`config.mk`:
```
export PLATFORM = sky130hd
export DESIGN_NAME = val2_gen_pipe
export DESIGN_NICKNAME = d
export VERILOG_FILES = /design/src/rtl/val2_gen_pipe.sv
export SDC_FILE = /design/constraint.sdc
export NUM_CORES = 1
export LEC_CHECK = 0
export ABC_AREA = 0
export CAP_MARGIN = 30
export CELL_PAD_IN_SITES_DETAIL_PLACEMENT = 1
export CELL_PAD_IN_SITES_GLOBAL_PLACEMENT = 1
export CORE_MARGIN = 1
export CORE_UTILIZATION = 30
export CTS_BUF_LIST = sky130_fd_sc_hd__clkbuf_2 sky130_fd_sc_hd__clkbuf_4 sky130_fd_sc_hd__clkbuf_8
export DETAILED_ROUTE_END_ITERATION = 8
export DONT_BUFFER_PORTS = 1
export PLACE_DENSITY = 0.63
export SYNTH_ARGS = -nofsm -noshare
export SYNTH_HDL_FRONTEND = slang
export SYNTH_SLANG_ARGS = --single-unit
```
`constraint.sdc`:
```
create_clock -name clk -period 3.1 [get_ports clk]
set_input_delay 0.62 -clock clk [delete_from_list [all_inputs] [get_ports clk]]
set_output_delay 0.62 -clock clk [all_outputs]
set_load 0.02 [all_outputs]
```
`src/rtl/val2_gen_pipe.sv`:
```
// val2_gen_pipe: two-stage pipelined ARM shifter-operand (val2) generator.
//   Stage 1 registers the decoded operand fields; stage 2 performs the shift
//   and registers val2 / shift_carry. Valid/ready handshake on both sides.
// Optional feature macro: VAL2_GEN_REG_SHIFT_EN enables register-specified
//   shifts (amount from val_rs). When undefined, bit4=1 shifts pass val_rm
//   through with carry_in.
// Ports:
//   clk, rst_n            clock, asynchronous active-low reset
//   in_valid / in_ready   input handshake (in_ready is combinational)
//   mem_en, imm           load/store offset mode, immediate-rotate mode
//   shift_operand[11:0]   instruction bits [11:0]
//   val_rm[W-1:0]         Rm value
//   val_rs[7:0]           Rs[7:0], register shift amount
//   carry_in              current C flag
//   out_valid / out_ready output handshake
//   val2[W-1:0]           shifter operand
//   shift_carry           shifter carry-out
module val2_gen_pipe #(
   parameter int unsigned W     = 32,
   parameter int unsigned LOG_W = $clog2(W)
) (
   input  logic          clk,
   input  logic          rst_n,
   input  logic          in_valid,
   output logic          in_ready,
   input  logic          mem_en,
   input  logic          imm,
   input  logic [11:0]   shift_operand,
   input  logic [W-1:0]  val_rm,
   input  logic [7:0]    val_rs,
   input  logic          carry_in,
   output logic          out_valid,
   input  logic          out_ready,
   output logic [W-1:0]  val2,
   output logic          shift_carry
);

`ifdef VAL2_GEN_REG_SHIFT_EN
   localparam bit RegShiftEn = 1'b1;
`else
   localparam bit RegShiftEn = 1'b0;
`endif

   localparam logic [7:0] W8 = 8'(W);

   typedef enum logic [1:0] {SH_LSL, SH_LSR, SH_ASR, SH_ROR} sh_t;

   // Stage 1 registers
   logic          s1_valid_q, s1_valid_d;
   logic          s1_mem_q, s1_imm_q, s1_cin_q;
   logic [11:0]   s1_op_q;
   logic [7:0]    s1_amt_q;
   logic [W-1:0]  s1_rm_q;

   // Stage 2 registers
   logic          out_valid_q, out_valid_d;
   logic [W-1:0]  val2_q, val2_d;
   logic          carry_q, carry_d;

   logic          load1, load2;

   // Handshake: stage 2 drains into the consumer, stage 1 refills behind it
   assign load2    = s1_valid_q && (!out_valid_q || out_ready);
   assign in_ready = !s1_valid_q || load2;
   assign load1    = in_valid && in_ready;

   always_comb begin
      s1_valid_d  = s1_valid_q;
      out_valid_d = out_valid_q;
      if (load1)      s1_valid_d = 1'b1;
      else if (load2) s1_valid_d = 1'b0;
      if (load2)          out_valid_d = 1'b1;
      else if (out_ready) out_valid_d = 1'b0;
   end

   // Stage 1 capture; register-shift amount is captured even when the feature
   // is disabled, stage 2 simply never uses it in that build
   always_ff @(posedge clk or negedge rst_n) begin
      if (!rst_n) begin
         s1_valid_q <= 1'b0;
         s1_mem_q   <= 1'b0;
         s1_imm_q   <= 1'b0;
         s1_cin_q   <= 1'b0;
         s1_op_q    <= '0;
         s1_amt_q   <= '0;
         s1_rm_q    <= '0;
      end else begin
         s1_valid_q <= s1_valid_d;
         if (load1) begin
            s1_mem_q <= mem_en;
            s1_imm_q <= imm;
            s1_cin_q <= carry_in;
            s1_op_q  <= shift_operand;
            s1_amt_q <= shift_operand[4] ? val_rs : 8'({3'b000, shift_operand[11:7]});
            s1_rm_q  <= val_rm;
         end
      end
   end

   // Stage 2 shifter
   sh_t               sh_type;
   logic              reg_sh, rrx;
   logic [7:0]        amt_eff, asr_amt;
   logic [W:0]        lsl_ext, lsr_ext, asr_ext;
   logic [LOG_W-1:0]  ror_r, rot;
   logic [W-1:0]      ror_val, imm8, imm_val;

   always_comb begin
      sh_type = sh_t'(s1_op_q[6:5]);
      reg_sh  = s1_op_q[4];
      amt_eff = s1_amt_q;
      rrx     = 1'b0;
      // Immediate amount 0 encodes LSR/ASR #W and RRX
      if (!reg_sh && (s1_amt_q == 8'd0)) begin
         if (sh_type == SH_LSR || sh_type == SH_ASR) amt_eff = W8;
         if (sh_type == SH_ROR)                      rrx     = 1'b1;
      end
      // Extra bit holds the carry: bit W for LSL, bit 0 for LSR/ASR
      lsl_ext = {1'b0, s1_rm_q} << amt_eff;
      lsr_ext = {s1_rm_q, 1'b0} >> amt_eff;
      asr_amt = (amt_eff > W8) ? W8 : amt_eff;
      asr_ext = $signed({s1_rm_q, 1'b0}) >>> asr_amt;
      ror_r   = amt_eff[LOG_W-1:0];
      ror_val = W'({s1_rm_q, s1_rm_q} >> ror_r);
      rot     = LOG_W'({s1_op_q[11:8], 1'b0});
      imm8    = W'(s1_op_q[7:0]);
      imm_val = W'({imm8, imm8} >> rot);

      val2_d  = s1_rm_q;
      carry_d = s1_cin_q;
      if (s1_mem_q) begin
         val2_d  = W'(s1_op_q);
      end else if (s1_imm_q) begin
         val2_d  = imm_val;
         carry_d = (rot == '0) ? s1_cin_q : imm_val[W-1];
      end else if (reg_sh && !RegShiftEn) begin
         val2_d  = s1_rm_q;
      end else if (rrx) begin
         val2_d  = {s1_cin_q, s1_rm_q[W-1:1]};
         carry_d = s1_rm_q[0];
      end else if (amt_eff != 8'd0) begin
         case (sh_type)
            SH_LSL: begin val2_d = lsl_ext[W-1:0]; carry_d = lsl_ext[W]; end
            SH_LSR: begin val2_d = lsr_ext[W:1];   carry_d = lsr_ext[0]; end
            SH_ASR: begin val2_d = asr_ext[W:1];   carry_d = asr_ext[0]; end
            default: begin
               if (ror_r == '0) begin
                  val2_d  = s1_rm_q;
                  carry_d = s1_rm_q[W-1];
               end else begin
                  val2_d  = ror_val;
                  carry_d = ror_val[W-1];
               end
            end
         endcase
      end
   end

   // Stage 2 output register, held while the consumer stalls
   always_ff @(posedge clk or negedge rst_n) begin
      if (!rst_n) begin
         out_valid_q <= 1'b0;
         val2_q      <= '0;
         carry_q     <= 1'b0;
      end else begin
         out_valid_q <= out_valid_d;
         if (load2) begin
            val2_q  <= val2_d;
            carry_q <= carry_d;
         end
      end
   end

   assign out_valid   = out_valid_q;
   assign val2        = val2_q;
   assign shift_carry = carry_q;

endmodule

```
==> results of run 1 <==
[worst register-to-register path, delay by kind of cell, from the launching register on]
kind	cells	cell delay [ns]
compound gates	4	0.76
simple gates	1	0.05
mux	2	0.92
flops	1	0.47
buf+inv	4	0.77
[kinds of logic (layout without fill, tap and decap cells)]
group / after synthesis / in the layout / share of synthesized area
flops: 90 / 90 / 0.170
buf+inv: 227 / 484 / 0.0778
simple gates: 532 / 532 / 0.186
compound gates: 597 / 597 / 0.315
fa+ha+maj: 5 / 5 / 0.00472
mux: 241 / 241 / 0.246
other cells: 0 / 1 / 0
[final cells by class]
type                       count  area [µm²]
fill                        5243       26100
multi-input combinational   1375       10200
timing repair buffer         436        3600
sequential                    90        2270
tap                          585         732
clock buffer                  10         138
inverter                      32         120
clock inverter                 6        72.6
antenna                        1        2.50
[routing by layer]
metal / track usage / wire length, µm / part of all wire
met1: 0.559 / 38600 / 0.41
met2: 0.653 / 41500 / 0.44
met3: 0.0882 / 8750 / 0.092
met4: 0.232 / 6220 / 0.065
met5: 0 / 0 / 0
[power by group through the flow]
stage / clock network (µW) / logic [µW] / registers (µW)
2_1_floorplan: 0 / 3950 / 1730
3_3_place_gp: 0 / 7930 / 2020
3_5_place_dp: 0 / 7920 / 2020
4_1_cts: 1040 / 8070 / 2000
5_1_grt: 1060 / 8700 / 2030
6_report: 1020 / 8460 / 2020
[how the worst max path moves through the flow]
stage | to | cells past startpoint | slack, ns | start
2_1_floorplan | val2[6]$_DFFE_PN0P_ | 11 | 0.33 | s1_op_q[6]$_DFFE_PN0P_
3_3_place_gp | val2[0]$_DFFE_PN0P_ | 9 | -0.35 | s1_amt_q[5]$_DFFE_PN0P_
3_5_place_dp | val2[0]$_DFFE_PN0P_ | 9 | -0.33 | s1_amt_q[5]$_DFFE_PN0P_
4_1_cts | val2[9]$_DFFE_PN0P_ | 10 | 0.005 | s1_amt_q[5]$_DFFE_PN0P_
5_1_grt | val2[9]$_DFFE_PN0P_ | 10 | -0.01 | s1_amt_q[5]$_DFFE_PN0P_
6_report | val2[6]$_DFFE_PN0P_ | 11 | 0.009 | s1_amt_q[1]$_DFFE_PN0P_
[synthesized netlist by cell type (all sizes together), types with 11 or more instances]
cell	n	area share
o2111ai	19	0.013
mux2i	94	0.071
nor3	36	0.014
nand2	198	0.056
o221ai	31	0.021
o22ai	32	0.015
a21oi	103	0.039
inv	30	0.0085
o21ai	124	0.047
nand3	38	0.014
a221oi	31	0.021
mux2	89	0.076
a31oi	30	0.015
mux4	58	0.099
a211oi	40	0.024
or3	11	0.0052
dfrtp	90	0.17
o211ai	47	0.027
a22oi	14	0.0079
clkbuf	127	0.036
buf	68	0.033
nor2	167	0.048
nand2b	15	0.0071
[registers in the layout, summed over array words and instances (netlist names)]
signal	count
s1_rm_q	32
s1_valid_q	1
s1_cin_q	1
s1_amt_q	8
s1_mem_q	1
shift_carry	1
s1_op_q	12
out_valid	1
val2	32
s1_imm_q	1
[metrics by stage]
stage | setup slack, ns | setup TNS [ns] | hold WS [ns] | cells
2_1_floorplan | 0.334 | 0 | 0.324 | 1692
3_3_place_gp | -0.353 | -2.34 | 0.326 | 2511
3_5_place_dp | -0.329 | -1.95 | 0.327 | 2511
4_1_cts | 0.00489 | 0 | 0.0691 | 2530
5_1_grt | -0.0120 | -0.0161 | 0.0964 | 2534
6_report | 0.00901 | 0 | 0.0541 | 2535
[what timing repair did]
| action | CTS | global route |
|---|---|---|
| pin swaps | 1 | 9 |
| setup endpoints to repair | 16 | 23 |
| resized for setup | 26 | 45 |
| hold endpoints to repair | 90 | 0 |
| hold buffers | 1 | 0 |
| setup buffers | 2 | 4 |
==> reports/qor.yml, run 1 <==
route:
  drc: 0
  routedWlPerCell_um: 37.5
  via_per_inst: 6.68
  drt_iter0_markers: 2179
  ant_nets: 0
  totalWireLength_um: 95100
  vias: 16900
  dr.pass1.iters: 7
pwr:
  clkPwrFrac: 0.088
  switching_share: 0.553
  sequentialPowerShare: 0.176
  comb_power_share: 0.736
  finalPower_uw: 11500
  power.leakage_uw: 0.00691
  p_per_area_nw_per_um2: 670
  p_int_uw: 5140
  switchingPower_uw: 6350
  power.ir.vdd_worst_uv: 317
global_route:
  overflow: 0
  track_usage: 0.426
  antenna_found_initial: 1
  grt_first_pass_wirelength_um: 134000
  grt_max_degree: 91
  grt_pass1_vias: 17000
min_path:
  hp-class: "primary input to asynchronous set/reset pin"
worst_setup_path:
  r2r_end: "val2[6]$_DFFE_PN0P_"
  critPathMostFrequentCell: "buf_4"
  reg2reg_from: "s1_amt_q[1]$_DFFE_PN0P_"
  critPathBufInv: 4
  cp_top_family: "multiplexers"
  critPathRequiredTime_ns: 3.46
  crit_fanout: 14
  rr_worst_depth: 11
  cp_slowest_cell: "mux4_2"
  worstPathCellList: "buf_12 > buf_4 > mux2_2 > mux4_2 > o21ai_2 > buf_4 > nor3_1 > a21o_1 > a221oi_1 > buf_4 > a211oi_2"
  end_kind: "flop"
  max_stage_delay_ns: 0.52
  start_kind: "flop"
  critical_path_arrival_ns: 3.45
  r2r_setup_slack_ns: 0.009
  critPathKind: "flop to flop"
yosys:
  synth-edff-count: 0
  ys_ff_latch: 90
  synthCells: 1692
  synth_area_per_cell_um2: 7.83
  yosysUniqueCellTypes: 98
  ys_seq_area_frac: 0.170
  syn_nets: 1756
  synth_ff_type: "dfrtp_1"
  synth_area_um2: 13200
  synthArstFlopShare: 1.00
  yosys_warnings: 0
cts:
  clock_path_buffers: 2
  clk_pin_slew_ns: 0.12
  cts_tree: "yes"
  h-tree-depth: 3
  cts-root-buf: "clkbuf_8"
  insertion_delay_ns: 0.48
  clock-sinks: 90
  numCtsBuffers: 9
cells_and_area:
  area_delta_synth_final_pct: 29.5
  mostFrequentLayoutCell: "buf_4"
  final_cell_mix: "buf_4, nand2_1, nor2_1, a21oi_1, o21ai_0"
  nNetsFinal: 2008
  design_area_um2: 17200
  layout-drive-gt1-share: 0.347
  utilization: 0.396
floorplanning:
  die_h_um: 212
  io_pins: 94
  core_um2: 43300
  start_util: 0.306
  die_area_um2: 45000
  die_w_um: 212
  row_count: 76
timing:
  min_period_over_period: 0.997
  final_max_slew_viol_count: 0
  setup_viol: 0
  hold_viol: 0
  fin_crit_ns: 3.09
  max_freq_mhz: 324
  fin_worst_skew_ns: 0.0296
  tightest_slew_ns: 0.800
  relSlewSlack: 0.463
  rsz0062_at_grt: "yes"
run:
  cap_viol_max_count: 0
placement:
  dpl_cell_area_um2: 16600
  place.detailed.hpwl_um: 76400
  io_buffers: 0
  place_congestion: 1.04
outcome:
  outcome: "finished clean"
Power figures use the tool's default switching activity.
==> inputs of run 2 (changes only) <==
Settings changed: CORE_UTILIZATION 30 to 49, PLACE_DENSITY 0.63 to 0.91.
==> run 2 against run 1 <==
The flow now stops in global routing. Area after synthesis stayed put. Synthesized cell count unchanged.
==> reports/qor.yml, run 2 <==
outcome:
  outcome: "did not finish"  # was finished clean
  lastStage: "global routing"
  first-error: "[ERROR GRT-0116] Global routing finished with congestion. Check the congestion regions in the DRC Viewer."
yosys:
  yosys_warnings: 0  # unchanged
  yosysUniqueCellTypes: 98  # unchanged
  synthCells: 1692  # unchanged
  synth_top_area_share: 0.170  # unchanged
  synth_area_per_cell_um2: 7.83  # unchanged
  ys_ff_latch: 90  # unchanged
  syn_nets: 1756  # unchanged
  synth_common_cells: "nand2_1, nor2_1, clkbuf_1"  # unchanged
  ys_seq_area_frac: 0.170  # unchanged
  synth_most_common_cell: "nand2_1"  # unchanged
  synth-edff-count: 0  # unchanged
  synth_area_um2: 13200  # unchanged
  synthArstFlopShare: 1.00  # unchanged
  synthTopCellsByArea: "dfrtp_1, mux4_2, mux2i_1"  # unchanged
  synth_top_area_cell: "dfrtp_1"  # unchanged
  synth_ff_type: "dfrtp_1"  # unchanged
placement:
  dp_slack_ns: -0.126  # was -0.329 ns
  place.detailed.hpwl_um: 55700  # was 76400 µm
  place_congestion: 1.29  # was 1.04
  placed_cells: 2028  # was 2511
  io_buffers: 0  # unchanged
floorplanning:
  io_pins: 94  # unchanged
  die_w_um: 166  # was 212 µm
  row_count: 59  # was 76
  die_h_um: 166  # was 212 µm
  start_util: 0.504  # was 0.306
global_route:
  grt_pass1_vias: 21400
  grt_first_pass_wirelength_um: 156000
  overflow: 23
  track_usage: 0.774
  grt_max_degree: 91
cts:
  clock-sinks: 90  # unchanged
  numCtsBuffers: 9  # unchanged
  h-tree-depth: 3  # unchanged
  cts-root-buf: "clkbuf_8"  # unchanged
  clock_path_buffers: 2  # unchanged
==> run 2: cell counts after synthesis <==
Identical to the previous run, type by type.
==> run 2: repair_timing <==
item	4_1_cts
setup buffers	10
pin swaps	1
hold buffers	1
endpoints found under the setup margin	14
hold endpoints to repair	90
cloned	1
resized for setup	17
==> run 2: cell families after synthesis <==
| logic type | after synthesis | synth area share |
|---|---|---|
| multiplexers | 241 | 0.246 |
| adder cells (fa/ha/maj) | 5 | 0.00472 |
| flip-flops | 90 | 0.170 |
| AO/OA/AOI/OAI | 597 | 0.315 |
| buffers and inverters | 227 | 0.0778 |
| AND/OR/NAND/NOR | 532 | 0.186 |
==> run 2: stage by stage <==
stage | hold WS (ns) | cell area, µm² | util
floorplan | 0.324 | 13200 | -
global placement | 0.327 | 14400 | 0.549
detailed placement | 0.327 | 14400 | 0.549
CTS | 0.147 | 14900 | 0.565
==> run 2: layer usage <==
| layer | GRT usage | overflow |
|---|---|---|
| met1 | 0.782 | 0 |
| met5 | 0.515 | 0 |
| met4 | 0.717 | 12 |
| met2 | 0.887 | 11 |
| met3 | 0.685 | 0 |
==> inputs of run 3 (changes only) <==
Settings changed: CELL_PAD_IN_SITES_DETAIL_PLACEMENT 1 to default, CELL_PAD_IN_SITES_GLOBAL_PLACEMENT 1 to default, CORE_UTILIZATION 49 to 34, CTS_BUF_LIST sky130_fd_sc_hd__clkbuf_2 sky130_fd_sc_hd__clkbuf_4 sky130_fd_sc_hd__clkbuf_8 to default, PLACE_DENSITY 0.91 to default, PLACE_DENSITY_LB_ADDON from default to 0.15.
==> run 3 against run 2 <==
The flow now finishes without violations.
==> reports/qor.yml, run 3 (same netlist as run 1, synthesis figures left out) <==
global_route:
  overflow: 0
  grt_max_degree: 91
  grt_pass1_vias: 15700
  grt_first_pass_wirelength_um: 121000
  antenna_found_initial: 4
  track_usage: 0.439
floorplanning:
  die_h_um: 199  # was 166 µm
  core_um2: 38000
  row_count: 71  # was 59
  io_pins: 94  # unchanged
  die_area_um2: 39700
  die_w_um: 199  # was 166 µm
  start_util: 0.348  # was 0.504
placement:
  dpl_cell_area_um2: 16100  # was 14400 µm²
  io_buffers: 0  # unchanged
  place_congestion: 1.09  # was 1.29
  place.detailed.hpwl_um: 68400  # was 55700 µm
  placed_cells: 2384  # was 2028
timing:
  final_max_slew_viol_count: 0
  setup_viol: 0
  max_freq_mhz: 324
  relSlewSlack: 0.455
  hold_slack_ns: 0.142
  hold_viol: 0
  fin_crit_ns: 3.08
  fin_worst_skew_ns: 0.0198
  rsz0062_at_grt: "yes"
  min_period_over_period: 0.995
  setup-tns-final_ns: 0
  tightest_slew_ns: 0.797
cells_and_area:
  fillers: 3968
  design_area_um2: 16800
  final_cell_mix: "buf_4, nand2_1, nor2_1, a21oi_1, o21ai_0"
  layout-drive-gt1-share: 0.324
  nNetsFinal: 1960
  mostFrequentLayoutCell: "buf_4"
  area_delta_synth_final_pct: 27.1
  diodes: 0
  instances_no_fill: 2412
outcome:
  outcome: "finished clean"  # was did not finish
cts:
  cts-root-buf: "clkbuf_16"  # was clkbuf_8
  clk_pin_slew_ns: 0.07
  h-tree-depth: 3  # unchanged
  cts_tree: "yes"
  insertion_delay_ns: 0.41
  clock_path_buffers: 2  # unchanged
  clock-sinks: 90  # unchanged
  numCtsBuffers: 9  # unchanged
worst_setup_path:
  end_kind: "flop"
  critPathMostFrequentCell: "buf_4"
  r2r_setup_slack_ns: 0.02
  critical_path_arrival_ns: 3.41
  start_kind: "flop"
  startpoint: "s1_amt_q[1]$_DFFE_PN0P_"
  crit_fanout: 8
  critPathKind: "flop to flop"
  reg2reg_from: "s1_amt_q[1]$_DFFE_PN0P_"
  worstPathCellList: "buf_4 > buf_4 > nor3_2 > a31oi_2 > buf_4 > a211o_1 > mux2_1 > a221oi_1 > buf_4 > o21ai_0 > a21oi_1"
  critPathRequiredTime_ns: 3.43
  cp_slowest_cell: "a221oi_1"
  max_stage_delay_ns: 0.52
route:
  ant_nets: 0
  via_per_inst: 6.96
  vias: 16800
  routedWlPerCell_um: 36.2
  dr.pass1.iters: 6
  drt_iter0_markers: 2536
  totalWireLength_um: 87400
  drc: 0
pwr:
  finalPower_uw: 11300
  p_per_area_nw_per_um2: 670
  power.ir.vdd_worst_uv: 353
  power.leakage_uw: 0.00674
min_path:
  hp-class: "primary input to asynchronous set/reset pin"
run:
  cap_viol_max_count: 0
==> run 3: worst paths after layout <==
check | endpoint | cells past startpoint
max | val2[14]$_DFFE_PN0P_ | 11
min in group clk | s1_valid_q$_DFFE_PN0P_ | 1
max in group asynchronous | val2[17]$_DFFE_PN0P_ | 1
max reg2reg | val2[14]$_DFFE_PN0P_ | 11
min reg2reg | out_valid$_DFFE_PN0P_ | 1
min | s1_rm_q[4]$_DFFE_PN0P_ | 1
==> run 3: layout make-up <==
class	count	area, µm²	area share
inverters	32	124	0.00736
clock inverters	4	33.8	0.00201
multi-input cells	1375	10200	0.607
repair buffers	388	3300	0.196
flip-flops and latches	90	2270	0.135
well taps	511	639	0.0380
clock buffers	12	256	0.0152
==> run 3: stage by stage <==
step | setup slack (ns) | util
after floorplan | 0.334 | -
after global placement | -0.313 | 0.423
after detailed placement | -0.316 | 0.423
after CTS | 0.00983 | 0.433
after global routing | -0.0122 | 0.443
final | 0.0155 | 0.443
==> run 3: timing repair <==
action,4_1_cts,5_1_grt
setup buffers,2,6
endpoints found under the hold margin,90,0
pin swaps,1,6
gates cloned,0,3
gates resized for setup,10,49
hold buffers,1,0
setup endpoints to repair,12,22
==> run 3: report_power, final <==
group	switching [µW]	leakage [µW]	total [µW]	internal [µW]
clock network	588	0.000140	1180	595
logic	4980	0.00551	8160	3170
registers	532	0.00109	1930	1400
total	6100	0.00674	11300	5170
==> run 3: critical path: cells and delay by family, from the launching register on <==
family	cells	cell delay [ns]
buffers and inverters	4	0.74
DFF	1	0.51
AOI/OAI and AO/OA	5	1.19
muxes	1	0.35
and+or+nand+nor	1	0.22
==> run 3: routing by layer <==
metal	wire, µm	vias up	track usage
met4	5990	4	0.258
met3	10300	269	0.126
met5	25	-	0
li1	-	6952	-
met1	34500	8335	0.578
met2	36500	1225	0.636
